### src/rtl/reorder_buffer.sv
// Circular in-order retirement queue: dispatch allocates at the tail, execution
// units mark entries complete by tag, and the oldest complete entry retires.
module reorder_buffer #(
  parameter int DEPTH  = 16,
  parameter int PREG_W = 7,
  parameter int IDX_W  = 4
) (
  input  logic              clk,
  input  logic              reset,
  input  logic              alloc_valid,
  input  logic [PREG_W-1:0] alloc_pd_new,
  input  logic [PREG_W-1:0] alloc_pd_old,
  input  logic [31:0]       alloc_pc,
  output logic              alloc_ready,
  output logic [IDX_W-1:0]  alloc_tag,
  input  logic              cmpl_valid,
  input  logic [IDX_W-1:0]  cmpl_tag,
  input  logic              flush,
  output logic              commit_valid,
  output logic [PREG_W-1:0] commit_pd_new,
  output logic [PREG_W-1:0] commit_pd_old,
  output logic [31:0]       commit_pc,
  output logic [IDX_W-1:0]  commit_tag,
  output logic [IDX_W:0]    count,
  output logic              empty,
  output logic              full
);

  // Handshakes: an allocation happens on a rising edge where alloc_valid and
  // alloc_ready are both high; a commit happens on every edge where
  // commit_valid is high (the reader never stalls); completions are
  // fire-and-forget and only take effect on a currently valid entry.

  logic [IDX_W:0]      r_head;
  logic [IDX_W:0]      r_tail;
  logic [DEPTH-1:0]    r_valid;
  logic [DEPTH-1:0]    r_complete;
  logic [PREG_W-1:0]   r_pd_new [DEPTH];
  logic [PREG_W-1:0]   r_pd_old [DEPTH];
  logic [31:0]         r_pc     [DEPTH];

  logic [IDX_W-1:0]    w_head_idx;
  logic [IDX_W-1:0]    w_tail_idx;
  logic                w_full;
  logic                w_empty;
  logic                w_alloc_fire;
  logic                w_commit_fire;
  logic                w_cmpl_fire;

  assign w_head_idx = r_head[IDX_W-1:0];
  assign w_tail_idx = r_tail[IDX_W-1:0];

  // Wrap bits distinguish full from empty when the low bits match.
  assign w_full  = (w_head_idx == w_tail_idx) && (r_head[IDX_W] != r_tail[IDX_W]);
  assign w_empty = (r_head == r_tail);

  assign w_alloc_fire  = alloc_valid && alloc_ready;
  assign w_commit_fire = r_valid[w_head_idx] && r_complete[w_head_idx] && !flush;
  assign w_cmpl_fire   = cmpl_valid && r_valid[cmpl_tag] && !flush;

  assign alloc_ready   = !w_full && !flush;
  assign alloc_tag     = w_tail_idx;

  assign commit_valid  = w_commit_fire;
  assign commit_pd_new = r_pd_new[w_head_idx];
  assign commit_pd_old = r_pd_old[w_head_idx];
  assign commit_pc     = r_pc[w_head_idx];
  assign commit_tag    = w_head_idx;

  assign count = r_tail - r_head;
  assign empty = w_empty;
  assign full  = w_full;

  always_ff @(posedge clk) begin
    if (reset) begin
      r_head     <= '0;
      r_tail     <= '0;
      r_valid    <= '0;
      r_complete <= '0;
      for (int i = 0; i < DEPTH; i++) begin
        r_pd_new[i] <= '0;
        r_pd_old[i] <= '0;
        r_pc[i]     <= '0;
      end
    end else if (flush) begin
      r_head     <= '0;
      r_tail     <= '0;
      r_valid    <= '0;
      r_complete <= '0;
    end else begin
      if (w_cmpl_fire) begin
        r_complete[cmpl_tag] <= 1'b1;
      end
      // The retiring head is already complete, so clearing it after the
      // completion update cannot lose a pending completion.
      if (w_commit_fire) begin
        r_valid[w_head_idx]    <= 1'b0;
        r_complete[w_head_idx] <= 1'b0;
        r_head                 <= r_head + 1'b1;
      end
      // The tail slot is never valid when allocation is allowed, so it cannot
      // collide with the completion or commit updates above.
      if (w_alloc_fire) begin
        r_valid[w_tail_idx]    <= 1'b1;
        r_complete[w_tail_idx] <= 1'b0;
        r_pd_new[w_tail_idx]   <= alloc_pd_new;
        r_pd_old[w_tail_idx]   <= alloc_pd_old;
        r_pc[w_tail_idx]       <= alloc_pc;
        r_tail                 <= r_tail + 1'b1;
      end
    end
  end

endmodule

### config.mk
export PLATFORM = sky130hd
export DESIGN_NAME = reorder_buffer
export DESIGN_NICKNAME = d
export VERILOG_FILES = /design/src/rtl/reorder_buffer.sv
export SDC_FILE = /design/constraint.sdc
export NUM_CORES = 1
export LEC_CHECK = 0
export BUFFER_PORTS_ARGS = -buffer_cell sky130_fd_sc_hd__buf_2
export CAP_MARGIN = 25
export CELL_PAD_IN_SITES_DETAIL_PLACEMENT = 1
export CELL_PAD_IN_SITES_GLOBAL_PLACEMENT = 1
export CORE_MARGIN = 4
export CORE_UTILIZATION = 40
export DETAILED_ROUTE_END_ITERATION = 8
export PLACE_DENSITY_LB_ADDON = 0.1
export SLEW_MARGIN = 15
export SYNTH_ARGS = -nofsm -noshare
export SYNTH_HDL_FRONTEND = slang
export SYNTH_SLANG_ARGS = --single-unit
### constraint.sdc
create_clock -name clk -period 3.6 [get_ports clk]
set_input_delay 0.18 -clock clk [delete_from_list [all_inputs] [get_ports clk]]
set_output_delay 0.18 -clock clk [all_outputs]
set_load 0.05 [all_outputs]
==> results of run 1 <==
-- metrics by stage --
step           util [%]  hold WS [ns]
2_1_floorplan         -        0.3782
3_3_place_gp      42.86        0.4686
3_5_place_dp      42.86        0.4880
4_1_cts           46.01      0.001555
5_1_grt           46.01       0.03461
6_report          46.02       0.03248
-- critical path: stages, from the launching register on --
cell and delay, ns:
sky130_fd_sc_hd__dfxtp_4 0.43, sky130_fd_sc_hd__buf_12 0.26, sky130_fd_sc_hd__buf_12 0.35, sky130_fd_sc_hd__mux4_2 0.62, sky130_fd_sc_hd__mux4_2 0.57, sky130_fd_sc_hd__buf_2 0.25
-- routing by layer --
metal / up-vias / GRT usage (%) / wire length [µm]
met2: 506 / 38.02 / 52150
met5: - / 0 / 0
met1: 10470 / 29.96 / 44280
met3: 127 / 3.701 / 5215
li1: 8461 / - / -
met4: 0 / 5.417 / 2311
-- path summary, 6_finish.rpt --
path	slack, ns	from	endpoint	depth (start not counted)
max reg2reg	0.36	r_head[3]	r_pd_new[8][0]	8
min	0.03	alloc_pc[12]	r_pc[1][12]	2
max	0.26	flip-flop	commit_pc[21]	5
min reg2reg	0.51	r_complete[2]	r_complete[2]	2
-- sequential cells by signal, summed over array words and instances, names as in the netlist, named ones only --
name / count
r_tail: 5
r_pd_old: 112
r_pd_new: 112
r_complete: 16
r_head: 5
r_valid: 16
r_pc: 512
-- cells by family (layout without fill, tap and decap cells) --
group	Yosys count	after routing	synth area share, %
simple gates	872	872	15.09
flops	782	782	63.74
mux	245	245	14.97
buf+inv	203	390	3.849
compound gates	87	87	1.642
fa+ha+maj	13	13	0.4711
xor+xnor	10	10	0.2425
other cells	0	3	0
-- cell usage in the layout (no fill, tap or decap), types with 4 or more instances in the layout --
cell,Yosys,final
sky130_fd_sc_hd__ha_1,12,12
sky130_fd_sc_hd__inv_1,20,20
sky130_fd_sc_hd__nand2b_1,26,10
sky130_fd_sc_hd__buf_4,19,35
sky130_fd_sc_hd__clkinv_1,0,23
sky130_fd_sc_hd__a221o_1,6,6
sky130_fd_sc_hd__a21oi_1,37,37
sky130_fd_sc_hd__clkbuf_1,70,25
sky130_fd_sc_hd__mux2i_1,9,9
sky130_fd_sc_hd__nand4_1,6,6
sky130_fd_sc_hd__o21ai_0,16,16
sky130_fd_sc_hd__nand2_1,33,33
sky130_fd_sc_hd__nand3_1,5,5
sky130_fd_sc_hd__a21o_1,5,5
sky130_fd_sc_hd__and3_1,7,7
sky130_fd_sc_hd__buf_12,0,43
sky130_fd_sc_hd__dfxtp_1,46,42
sky130_fd_sc_hd__nor3_1,4,4
sky130_fd_sc_hd__mux4_2,236,236
sky130_fd_sc_hd__buf_2,7,117
sky130_fd_sc_hd__and2_1,738,738
sky130_fd_sc_hd__xnor2_1,7,7
sky130_fd_sc_hd__nand2b_4,0,16
sky130_fd_sc_hd__clkbuf_16,0,92
sky130_fd_sc_hd__edfxtp_1,736,736
sky130_fd_sc_hd__nor2_1,22,22
sky130_fd_sc_hd__clkinv_2,0,10
sky130_fd_sc_hd__dlygate4sd3_1,0,20
sky130_fd_sc_hd__nor2_4,16,16
sky130_fd_sc_hd__nand3_4,4,4
sky130_fd_sc_hd__dfxtp_4,0,4
-- power breakdown --
part	internal, mW	leakage (nW)	switching (mW)
logic	0.309	5.34	0.674
registers	10.2	7.98	0.0863
clock network	4.73	1.27	3.63
total	15.3	14.6	4.39
-- layout make-up --
cell class / count / area share, %
flip-flops and latches: 782 / 56.30
multi-input cells: 1227 / 28.90
clock buffers: 118 / 5.889
repair buffers: 215 / 4.666
well taps: 1165 / 3.562
clock inverters: 36 / 0.4678
inverters: 21 / 0.1926
diodes: 3 / 0.01835
-- what timing repair did --
action | CTS | global route
endpoints found under the hold margin | 224 | 0
gates resized for setup | 0 | 0
hold buffers | 20 | 0
==> impl_metrics.prom, run 1 <==
# TYPE chip_impl_metric gauge
chip_impl_metric{name="drcViolationCount",unit=""} 0
chip_impl_metric{name="sum_of_negative_setup_slack",unit="ns"} 0
chip_impl_metric{name="multi_input_comb_area",unit="µm²"} 11830
chip_impl_metric{name="place_congestion",unit=""} 0.8254
chip_impl_metric{name="crit_required",unit="ns"} 3.42
chip_impl_metric{name="power_leakage",unit="nW"} 14.59
chip_impl_metric{name="synth.ff_latch_count",unit=""} 782
chip_impl_metric{name="postSynth.asyncResetShare",unit="%"} 0
chip_impl_metric{name="layout.filler_cells",unit=""} 8491
chip_impl_metric{name="powerDensity",unit="nW/µm²"} 480.3
chip_impl_metric{name="initial_utilization",unit="%"} 40.62
chip_impl_info{name="dominant_cells_by_area_after_synthesis",value="sky130_fd_sc_hd__edfxtp_1, sky130_fd_sc_hd__mux4_2, sky130_fd_sc_hd__and2_1"} 1
chip_impl_info{name="cts_root_buffer",value="sky130_fd_sc_hd__clkbuf_16"} 1
chip_impl_metric{name="io_buffers",unit=""} 117
chip_impl_info{name="synthDominantAreaCellType",value="sky130_fd_sc_hd__edfxtp_1"} 1
chip_impl_metric{name="grt_pass1_wl",unit="µm"} 152300
chip_impl_metric{name="die_area",unit="µm²"} 95170
chip_impl_metric{name="finalMaxSlewViolations",unit=""} 0
chip_impl_metric{name="drt.antenna.violating_nets",unit=""} 0
chip_impl_metric{name="ctsLongestPathBuffers",unit=""} 3
chip_impl_metric{name="max_freq",unit="GHz"} 0.2996
chip_impl_metric{name="yosys_warnings",unit=""} 0
chip_impl_metric{name="stdcell_area",unit="µm²"} 40920
chip_impl_metric{name="num_rows",unit=""} 109
chip_impl_metric{name="cts_made_buffers",unit=""} 89
chip_impl_info{name="yosys_most_used_dff",value="sky130_fd_sc_hd__edfxtp_1"} 1
chip_impl_metric{name="grt_antenna_before_repair",unit=""} 9
chip_impl_info{name="cts_tree",value="done"} 1
chip_impl_metric{name="clk_pin_slew",unit="ns"} 0.06
chip_impl_metric{name="drtPass1Iterations",unit=""} 5
chip_impl_metric{name="core_area",unit="µm²"} 88920
chip_impl_info{name="yosysMostFrequentCell",value="sky130_fd_sc_hd__and2_1"} 1
chip_impl_info{name="worst_hold_path_type",value="input port to flip-flop"} 1
chip_impl_metric{name="routed_via_density",unit=""} 5.484
chip_impl_metric{name="ys_seq_area_share",unit="%"} 63.74
chip_impl_metric{name="grt_pass1_vias",unit=""} 21530
chip_impl_metric{name="clkLatencyLatePin",unit="ns"} 0.66
chip_impl_metric{name="groute.usage.overall",unit="%"} 22.26
chip_impl_info{name="synth_top_cells_by_count",value="sky130_fd_sc_hd__and2_1, sky130_fd_sc_hd__edfxtp_1, sky130_fd_sc_hd__mux4_2, sky130_fd_sc_hd__buf_6, sky130_fd_sc_hd__clkbuf_1"} 1
chip_impl_info{name="cp_launch_type",value="flip-flop"} 1
chip_impl_metric{name="routedWlPerCell",unit="µm"} 29.14
chip_impl_metric{name="gr-total-overflow",unit=""} 0
chip_impl_metric{name="syn_inst",unit=""} 2212
chip_impl_metric{name="final-seq-area",unit="µm²"} 23040
chip_impl_metric{name="layout.cells.non_filler",unit=""} 3567
chip_impl_metric{name="layout_setup_ws",unit="ns"} 0.2617
chip_impl_metric{name="setup_violations",unit=""} 0
chip_impl_metric{name="detail_route.iter0.violations",unit=""} 1720
chip_impl_metric{name="transition_time_of_the_tightest_slew_check_pin",unit="ns"} 1.031
chip_impl_metric{name="detailed_place.area",unit="µm²"} 38110
chip_impl_metric{name="dpl.hpwl",unit="µm"} 62150
chip_impl_metric{name="irDropWorstVdd",unit="V"} 0.0004162
chip_impl_metric{name="cp_max_fo",unit=""} 39
chip_impl_metric{name="mappedNetlistNets",unit=""} 2280
chip_impl_metric{name="drive_gt1_share",unit="%"} 24.30
chip_impl_metric{name="clock_sinks",unit=""} 782
chip_impl_metric{name="worst_clock_skew",unit="ns"} 0.02226
chip_impl_metric{name="die_width",unit="µm"} 308.5
chip_impl_metric{name="dpl_worst_slack",unit="ns"} 0.3119
chip_impl_metric{name="post-place-cells",unit=""} 3390
chip_impl_metric{name="layout_area_overhead",unit="%"} 13.29
chip_impl_metric{name="num_vias",unit=""} 19560
chip_impl_metric{name="synth.top_cell.area_share",unit="%"} 61.19
chip_impl_info{name="crit_type",value="flip-flop to output port"} 1
chip_impl_metric{name="synth_enable_flop_cells",unit=""} 736
chip_impl_metric{name="post_cts.repair.setup_buffers",unit=""} 0
chip_impl_metric{name="num_io_pins",unit=""} 118
chip_impl_metric{name="relative_slew_margins",unit="%"} 31.25
chip_impl_metric{name="timing.critical_path.arrival",unit="ns"} 3.16
chip_impl_info{name="rsz0062_at_grt",value="false"} 1
chip_impl_metric{name="die_h",unit="µm"} 308.5
chip_impl_metric{name="synth_area_per_cell",unit="µm²"} 16.33
chip_impl_metric{name="p_total",unit="mW"} 19.65
chip_impl_metric{name="htree_levels",unit=""} 3
chip_impl_metric{name="routed_wl",unit="µm"} 104000
chip_impl_metric{name="post-route-min-period",unit="ns"} 3.338
chip_impl_metric{name="layout_worst_path_cycle_share",unit="%"} 92.73
chip_impl_info{name="outcome",value="completed"} 1
chip_impl_info{name="critPathCaptureType",value="output port"} 1
chip_impl_metric{name="timing.max_cap.violations",unit=""} 0
chip_impl_metric{name="pin_count_of_the_biggest_net_entering_global_routing",unit=""} 70
chip_impl_metric{name="synth_cell_type_count",unit=""} 56
chip_impl_metric{name="mappedNetlistArea",unit="µm²"} 36120
chip_impl_metric{name="final_nets",unit=""} 2404
chip_impl_metric{name="hold_viol_final",unit=""} 0
(Power assumes the default switching activity.)
==> run 2: changes to the inputs <==
--- a/config.mk
+++ b/config.mk
@@ -5,6 +5,7 @@
 export SDC_FILE = /design/constraint.sdc
 export NUM_CORES = 1
 export LEC_CHECK = 0
+export ABC_AREA = 1
 export BUFFER_PORTS_ARGS = -buffer_cell sky130_fd_sc_hd__buf_2
 export CAP_MARGIN = 25
 export CELL_PAD_IN_SITES_DETAIL_PLACEMENT = 1
==> impl_metrics.prom, run 2 <==
# TYPE chip_impl_metric gauge
chip_impl_info{name="outcome",value="completed"} 1
chip_impl_metric{name="clkLatencyLatePin",unit="ns"} 0.65
chip_impl_metric{name="clk_pin_slew",unit="ns"} 0.06
chip_impl_metric{name="drive_gt1_share",unit="%"} 10.87
chip_impl_metric{name="post-place-cells",unit=""} 4520
chip_impl_metric{name="synth_enable_flop_cells",unit=""} 736
chip_impl_info{name="worstReg2RegEnd",value="r_pc[5][28]"} 1
chip_impl_metric{name="die_area",unit="µm²"} 96590
chip_impl_metric{name="gr-total-overflow",unit=""} 0
chip_impl_metric{name="postSynth.asyncResetShare",unit="%"} 0
chip_impl_metric{name="timing.critical_path.arrival",unit="ns"} 3.09
chip_impl_info{name="r2r_start",value="r_head[2]"} 1
chip_impl_metric{name="ys_seq_area_share",unit="%"} 62.78
chip_impl_metric{name="num_io_pins",unit=""} 118
chip_impl_metric{name="mappedNetlistArea",unit="µm²"} 36670
chip_impl_metric{name="layout.cells.non_filler",unit=""} 4680
chip_impl_metric{name="sum_of_negative_setup_slack",unit="ns"} 0
chip_impl_metric{name="synth.top_cell.area_share",unit="%"} 60.27
chip_impl_metric{name="htree_levels",unit=""} 3
chip_impl_info{name="rsz0062_at_grt",value="false"} 1
chip_impl_metric{name="drcViolationCount",unit=""} 0
chip_impl_metric{name="largest_reg_flops",unit=""} 512
chip_impl_info{name="dominant_cells_by_area_after_synthesis",value="sky130_fd_sc_hd__edfxtp_1, sky130_fd_sc_hd__nor2_1, sky130_fd_sc_hd__mux2i_1"} 1
chip_impl_info{name="yosysMostFrequentCell",value="sky130_fd_sc_hd__nor2_1"} 1
chip_impl_metric{name="yosys.area_share.xor_xnor",unit="%"} 0.1876
chip_impl_metric{name="yosys.area_share.simple",unit="%"} 13.27
chip_impl_metric{name="post_cts.repair.setup_buffers",unit=""} 0
chip_impl_metric{name="grt_pass1_wl",unit="µm"} 177300
chip_impl_metric{name="hold_viol_final",unit=""} 0
chip_impl_info{name="largest-register",value="r_pc"} 1
chip_impl_metric{name="power_leakage",unit="nW"} 15.58
chip_impl_metric{name="irDropWorstVdd",unit="V"} 0.0003407
chip_impl_metric{name="max_freq",unit="GHz"} 0.3061
chip_impl_metric{name="synth.area.mux_share",unit="%"} 5.022
chip_impl_metric{name="layout_worst_path_cycle_share",unit="%"} 90.75
chip_impl_metric{name="dpl.hpwl",unit="µm"} 69960
chip_impl_metric{name="grt_antenna_before_repair",unit=""} 2
chip_impl_metric{name="worst_clock_skew",unit="ns"} 0.02708
chip_impl_metric{name="synth_area_per_cell",unit="µm²"} 10.68
chip_impl_info{name="synthDominantAreaCellType",value="sky130_fd_sc_hd__edfxtp_1"} 1
chip_impl_info{name="worst_hold_path_type",value="input port to flip-flop"} 1
chip_impl_info{name="cts_root_buffer",value="sky130_fd_sc_hd__clkbuf_16"} 1
chip_impl_metric{name="setup_violations",unit=""} 0
chip_impl_metric{name="timing.max_cap.violations",unit=""} 0
chip_impl_metric{name="power.clock.fraction",unit="%"} 43.4
chip_impl_metric{name="layout_area_overhead",unit="%"} 11.38
chip_impl_metric{name="clock_sinks",unit=""} 782
chip_impl_metric{name="die_h",unit="µm"} 310.8
chip_impl_metric{name="final_core_utilization",unit="%"} 45.17
chip_impl_metric{name="postCtsResizedCells",unit=""} 0
chip_impl_metric{name="routed_wl",unit="µm"} 117800
chip_impl_info{name="crit_type",value="flip-flop to output port"} 1
chip_impl_metric{name="die_width",unit="µm"} 310.8
chip_impl_metric{name="power.combinational.fraction",unit="%"} 5.0
chip_impl_metric{name="pin_count_of_the_biggest_net_entering_global_routing",unit=""} 77
chip_impl_metric{name="dpl_worst_slack",unit="ns"} 0.6221
chip_impl_metric{name="synth.ff_latch_count",unit=""} 782
chip_impl_metric{name="powerDensity",unit="nW/µm²"} 489.7
chip_impl_metric{name="routed_via_density",unit=""} 5.527
chip_impl_metric{name="drtPass1Iterations",unit=""} 6
chip_impl_metric{name="worstHoldPathCells",unit=""} 5
chip_impl_metric{name="place_congestion",unit=""} 0.8393
chip_impl_metric{name="mappedNetlistNets",unit=""} 3501
chip_impl_metric{name="yosys_warnings",unit=""} 0
chip_impl_metric{name="num_vias",unit=""} 25870
chip_impl_info{name="endpoint",value="commit_pc[13]"} 1
chip_impl_metric{name="power.net_switching",unit="mW"} 4.605
chip_impl_metric{name="cts_hold_repair.buffers",unit=""} 0
chip_impl_metric{name="grt_pass1_vias",unit=""} 27470
chip_impl_metric{name="cp_max_fo",unit=""} 30
chip_impl_metric{name="io_buffers",unit=""} 117
chip_impl_metric{name="num_rows",unit=""} 110
chip_impl_metric{name="sequentialPowerShare",unit="%"} 51.5
chip_impl_metric{name="crit_required",unit="ns"} 3.42
chip_impl_metric{name="ff2ff_path_depth",unit=""} 11
chip_impl_metric{name="finalMaxSlewViolations",unit=""} 0
chip_impl_metric{name="relative_slew_margins",unit="%"} 38.54
chip_impl_metric{name="post-route-min-period",unit="ns"} 3.267
chip_impl_info{name="leading_cell_types_in_the_layout_fill_and_taps_excluded",value="sky130_fd_sc_hd__nor2_1, sky130_fd_sc_hd__edfxtp_1, sky130_fd_sc_hd__inv_1"} 1
chip_impl_info{name="largest_registers",value="r_pc: 512 flops, r_pd_new: 112 flops, r_pd_old: 112 flops"} 1
chip_impl_metric{name="p_total",unit="mW"} 20.00
chip_impl_metric{name="final_nets",unit=""} 3503
chip_impl_metric{name="routedWlPerCell",unit="µm"} 25.18
chip_impl_metric{name="setup.reg_to_reg.worst_slack",unit="ns"} 0.62
chip_impl_metric{name="intPower",unit="mW"} 15.40
chip_impl_metric{name="synth_cell_type_count",unit=""} 34
chip_impl_metric{name="core_area",unit="µm²"} 90420
chip_impl_metric{name="drt.antenna.violating_nets",unit=""} 0
chip_impl_info{name="yosys_most_used_dff",value="sky130_fd_sc_hd__edfxtp_1"} 1
chip_impl_info{name="cp_launch_type",value="flip-flop"} 1
chip_impl_metric{name="groute.usage.overall",unit="%"} 24.03
chip_impl_metric{name="cts_made_buffers",unit=""} 89
chip_impl_info{name="final_common_cell",value="sky130_fd_sc_hd__nor2_1"} 1
chip_impl_metric{name="ctsLongestPathBuffers",unit=""} 3
chip_impl_info{name="synth_top_cells_by_count",value="sky130_fd_sc_hd__nor2_1, sky130_fd_sc_hd__edfxtp_1, sky130_fd_sc_hd__inv_1, sky130_fd_sc_hd__o21ai_0, sky130_fd_sc_hd__a21oi_1"} 1
chip_impl_metric{name="p_sw_share",unit="%"} 23.02
chip_impl_info{name="synth_top_family_by_area",value="simple AND/OR/NAND/NOR gates"} 1
chip_impl_info{name="critPathCaptureType",value="output port"} 1
chip_impl_metric{name="syn_inst",unit=""} 3433
chip_impl_metric{name="transition_time_of_the_tightest_slew_check_pin",unit="ns"} 0.9219
chip_impl_metric{name="n_antenna_cell",unit=""} 0
chip_impl_metric{name="synth-compound-area-share",unit="%"} 10.23
chip_impl_info{name="cts_tree",value="done"} 1
chip_impl_metric{name="initial_utilization",unit="%"} 40.56
chip_impl_metric{name="synth_fa_ha_area_share",unit="%"} 0.4640
chip_impl_metric{name="layout_setup_ws",unit="ns"} 0.3331
chip_impl_metric{name="detail_route.iter0.violations",unit=""} 1910
## run 2: cell count changes after synthesis, moves of 183 or more
cell	previous run	this run
sky130_fd_sc_hd__mux4_2	236	0
sky130_fd_sc_hd__o21ai_0	16	254
sky130_fd_sc_hd__nor2_1	22	786
sky130_fd_sc_hd__o211ai_1	1	184
sky130_fd_sc_hd__and2_1	738	0
sky130_fd_sc_hd__inv_1	20	333
## run 2: routing by layer
| metal | GRT usage [%] | part of all wire [%] | routed length [µm] | vias up |
|---|---|---|---|---|
| li1 | - | - | - | 11750 |
| met5 | 0 | 0.010 | 12 | - |
| met2 | 41.73 | 49 | 58230 | 567 |
| met4 | 5.583 | 1.8 | 2168 | 2 |
| met1 | 32.55 | 45 | 52460 | 13420 |
| met3 | 2.617 | 4.2 | 4978 | 127 |
## run 2: worst min-delay path by stage
| stage | startpoint | to | slack (ns) |
|---|---|---|---|
| floorplan | reset | r_tail[3] | 0.39 |
| global placement | r_tail[4] | r_tail[4] | 0.50 |
| detailed placement | r_tail[4] | r_tail[4] | 0.52 |
| CTS | reset | r_valid[5] | 0.09 |
| global route | reset | r_valid[13] | 0.15 |
| finish | reset | r_valid[5] | 0.13 |
## run 2: cells by family after synthesis
kind of cell	count (synthesis)
and+or+nand+nor	1176
DFF	782
AOI/OAI and AO/OA	656
buffers and inverters	615
muxes	184
adders and majority gates	13
xor gates and xnor gates	7
## run 2: metrics by stage
step                      hold WS [ns]  instance area [µm²]
after floorplan                 0.3912                36670
after global placement          0.5010                38130
after detailed placement        0.5167                38130
after CTS                      0.09282                40850
after global routing            0.1509                40850
final                           0.1303                40850
## run 2: critical path, stage by stage (launching register included)
cell	delay [ns]
sky130_fd_sc_hd__dfxtp_4	0.38
sky130_fd_sc_hd__clkinv_2	0.65
sky130_fd_sc_hd__buf_12	0.44
sky130_fd_sc_hd__o211ai_1	0.17
sky130_fd_sc_hd__nand3_1	0.30
sky130_fd_sc_hd__nand2_1	0.18
sky130_fd_sc_hd__buf_2	0.28
## run 2: area by class of cell
cell class	count	area, µm²
Clock buffer	116	2370
Inverter	345	1306
Clock inverter	44	346.6
Tap cell	1176	1471
Sequential cell	782	23040
Multi-Input combinational cell	2036	10900
Timing Repair Buffer	181	1416
Fill cell	9816	49580
## run 2: power groups by stage
stage / clock, mW / combinational (mW) / sequential (mW)
after CTS: 8.83 / 1.02 / 10.3
after global routing: 9.25 / 1.08 / 10.3
after floorplan: 0 / 0.580 / 10.5
after detailed placement: 0 / 1.02 / 10.5
final: 8.69 / 1.01 / 10.3
after global placement: 0 / 1.00 / 10.5
==> run 3: changes to the inputs <==
--- a/config.mk
+++ b/config.mk
@@ -13,7 +13,7 @@
 export CORE_MARGIN = 4
 export CORE_UTILIZATION = 40
 export DETAILED_ROUTE_END_ITERATION = 8
-export PLACE_DENSITY_LB_ADDON = 0.1
+export PLACE_DENSITY = 0.68
 export SLEW_MARGIN = 15
 export SYNTH_ARGS = -nofsm -noshare
 export SYNTH_HDL_FRONTEND = slang
==> impl_metrics.prom, run 3 (same netlist as run 2, synthesis figures left out) <==
# TYPE chip_impl_metric gauge
chip_impl_metric{name="io_buffers",unit=""} 117
chip_impl_info{name="rsz0062_at_grt",value="false"} 1
chip_impl_metric{name="final_nets",unit=""} 3519
chip_impl_metric{name="pin_count_of_the_biggest_net_entering_global_routing",unit=""} 124
chip_impl_metric{name="worst_clock_skew",unit="ns"} 0.01657
chip_impl_metric{name="crit_buf_inv",unit=""} 3
chip_impl_metric{name="die_width",unit="µm"} 310.8
chip_impl_metric{name="place_congestion",unit=""} 0.8154
chip_impl_info{name="critPathTopFamily",value="buffers and inverters"} 1
chip_impl_metric{name="gr-total-overflow",unit=""} 0
chip_impl_metric{name="post_cts.repair.setup_buffers",unit=""} 0
chip_impl_metric{name="die_area",unit="µm²"} 96590
chip_impl_metric{name="num_io_pins",unit=""} 118
chip_impl_info{name="final_common_cell",value="sky130_fd_sc_hd__nor2_1"} 1
chip_impl_metric{name="postCtsResizedCells",unit=""} 0
chip_impl_metric{name="worst_path_largest_cell_delay",unit="ns"} 0.66
chip_impl_metric{name="timing.critical_path.arrival",unit="ns"} 2.90
chip_impl_metric{name="clk_pin_slew",unit="ns"} 0.07
chip_impl_metric{name="cp_max_fo",unit=""} 30
chip_impl_metric{name="core_area",unit="µm²"} 90420
chip_impl_metric{name="irDropWorstVdd",unit="V"} 0.0003691
chip_impl_info{name="largest_registers",value="r_pc: 512 flops, r_pd_new: 112 flops, r_pd_old: 112 flops"} 1
chip_impl_metric{name="powerDensity",unit="nW/µm²"} 494.4
chip_impl_metric{name="routed_via_density",unit=""} 5.505
chip_impl_metric{name="detail_route.iter0.violations",unit=""} 1944
chip_impl_metric{name="relative_slew_margins",unit="%"} 28.99
chip_impl_metric{name="power_leakage",unit="nW"} 15.79
chip_impl_info{name="leading_cell_types_in_the_layout_fill_and_taps_excluded",value="sky130_fd_sc_hd__nor2_1, sky130_fd_sc_hd__edfxtp_1, sky130_fd_sc_hd__inv_1"} 1
chip_impl_metric{name="groute.usage.overall",unit="%"} 23.17
chip_impl_metric{name="final_core_utilization",unit="%"} 45.70
chip_impl_info{name="worst_hold_path_type",value="input port to flip-flop"} 1
chip_impl_metric{name="die_h",unit="µm"} 310.8
chip_impl_info{name="cp_cell_sequence",value="buf_12, buf_12, a21oi_1, o21ai_0, o211ai_1, nand3_1, nand2_1, buf_2"} 1
chip_impl_metric{name="initial_utilization",unit="%"} 40.56
chip_impl_metric{name="final-seq-area",unit="µm²"} 23040
chip_impl_metric{name="grt_antenna_before_repair",unit=""} 3
chip_impl_metric{name="setup_violations",unit=""} 0
chip_impl_metric{name="routed_wl",unit="µm"} 113900
chip_impl_metric{name="drive_gt1_share",unit="%"} 11.58
chip_impl_metric{name="num_vias",unit=""} 25880
chip_impl_info{name="critPathCaptureType",value="output port"} 1
chip_impl_info{name="r2r_start",value="r_head[2]"} 1
chip_impl_info{name="critical_path.most_common_cell",value="sky130_fd_sc_hd__buf_12"} 1
chip_impl_metric{name="grt_pass1_vias",unit=""} 27040
chip_impl_metric{name="grt_pass1_wl",unit="µm"} 171000
chip_impl_metric{name="transition_time_of_the_tightest_slew_check_pin",unit="ns"} 1.065
chip_impl_info{name="largest-register",value="r_pc"} 1
chip_impl_metric{name="largest_reg_flops",unit=""} 512
chip_impl_metric{name="clkLatencyLatePin",unit="ns"} 0.64
chip_impl_metric{name="multi_input_comb_area",unit="µm²"} 10890
chip_impl_info{name="slowest_stage",value="sky130_fd_sc_hd__dfxtp_4"} 1
chip_impl_metric{name="sum_of_negative_setup_slack",unit="ns"} 0
chip_impl_metric{name="htree_levels",unit=""} 3
chip_impl_metric{name="routedWlPerCell",unit="µm"} 24.23
chip_impl_metric{name="cts_hold_repair.buffers",unit=""} 0
chip_impl_metric{name="max_freq",unit="GHz"} 0.3244
chip_impl_metric{name="drcViolationCount",unit=""} 0
chip_impl_metric{name="layout_worst_path_cycle_share",unit="%"} 85.62
chip_impl_metric{name="ctsLongestPathBuffers",unit=""} 3
chip_impl_info{name="cts_tree",value="done"} 1
chip_impl_metric{name="crit_required",unit="ns"} 3.42
chip_impl_metric{name="dpl.hpwl",unit="µm"} 66530
chip_impl_metric{name="finalMaxSlewViolations",unit=""} 0
chip_impl_metric{name="post-route-min-period",unit="ns"} 3.082
chip_impl_metric{name="drt.antenna.violating_nets",unit=""} 0
chip_impl_metric{name="layout.filler_cells",unit=""} 9721
chip_impl_metric{name="layout_area_overhead",unit="%"} 12.69
chip_impl_info{name="outcome",value="completed"} 1
chip_impl_metric{name="num_rows",unit=""} 110
chip_impl_metric{name="clock_sinks",unit=""} 782
chip_impl_info{name="worstHoldStart",value="reset"} 1
chip_impl_metric{name="drtPass1Iterations",unit=""} 5
chip_impl_info{name="cp_launch_type",value="flip-flop"} 1
chip_impl_metric{name="timing.max_cap.violations",unit=""} 0
chip_impl_info{name="crit_type",value="flip-flop to output port"} 1
chip_impl_metric{name="hold_viol_final",unit=""} 0
chip_impl_metric{name="cts_made_buffers",unit=""} 88
chip_impl_info{name="cts_root_buffer",value="sky130_fd_sc_hd__clkbuf_16"} 1
-- run 3: changes by cell type in the layout (fill, tap and decap cells not counted), moves of 2 or more --
cell                         change
sky130_fd_sc_hd__buf_12         +14
sky130_fd_sc_hd__clkinv_1        +7
sky130_fd_sc_hd__buf_4           +3
sky130_fd_sc_hd__bufinv_16       +6
sky130_fd_sc_hd__clkinvlp_4      +2
sky130_fd_sc_hd__clkinv_2        +2
sky130_fd_sc_hd__clkbuf_1       -14
sky130_fd_sc_hd__diode_2         +2
-- run 3: per-stage QoR --
step,instance area (µm²),total power [mW],hold WS [ns],instances,worst slack [ns]
after detailed placement,38430,11.51,0.5410,4537,0.7633
after global placement,38430,11.47,0.5286,4537,0.8140
after CTS,41320,20.58,0.05911,4700,0.4637
final,41330,20.43,0.09060,4702,0.5176
after global routing,41320,21.06,0.08762,4701,0.3253
after floorplan,36670,11.06,0.3912,3433,0.3460
-- run 3: final cells by class --
type                    count  area share, %
clock inverters            63          1.487
flip-flops and latches    782          55.74
multi-input cells        2036          26.36
diodes                      2        0.01211
inverters                 345          3.161
clock buffers             100          5.513
repair buffers            198          4.160
well taps                1176          3.561
-- run 3: report_power, final --
group	internal (mW)	leakage [nW]	total (mW)	switching [mW]
combinational	0.213	6.38	1.00	0.788
sequential	10.2	7.99	10.3	0.0879
clock	5.34	1.42	9.12	3.78
-- run 3: metal layers --
metal	track usage [%]	wire (µm)	up-vias
met2	40.71	56780	647
met1	30.23	48920	13270
met4	6.131	3028	4
met3	3.223	5162	177
li1	-	-	11790
met5	0	34	-
-- run 3: path summary, 6_finish.rpt --
check	endpoint	slack, ns	cells past startpoint
max	commit_pc[16]	0.52	8
min	r_valid[6]	0.09	5
min reg2reg	r_head[4]	0.55	2
max reg2reg	r_pc[7][27]	0.75	11
-- run 3: tightest hold or removal path: cells and delay by family --
family        cells  cell delay (ns)
buf+inv           3             0.35
simple gates      2             0.14
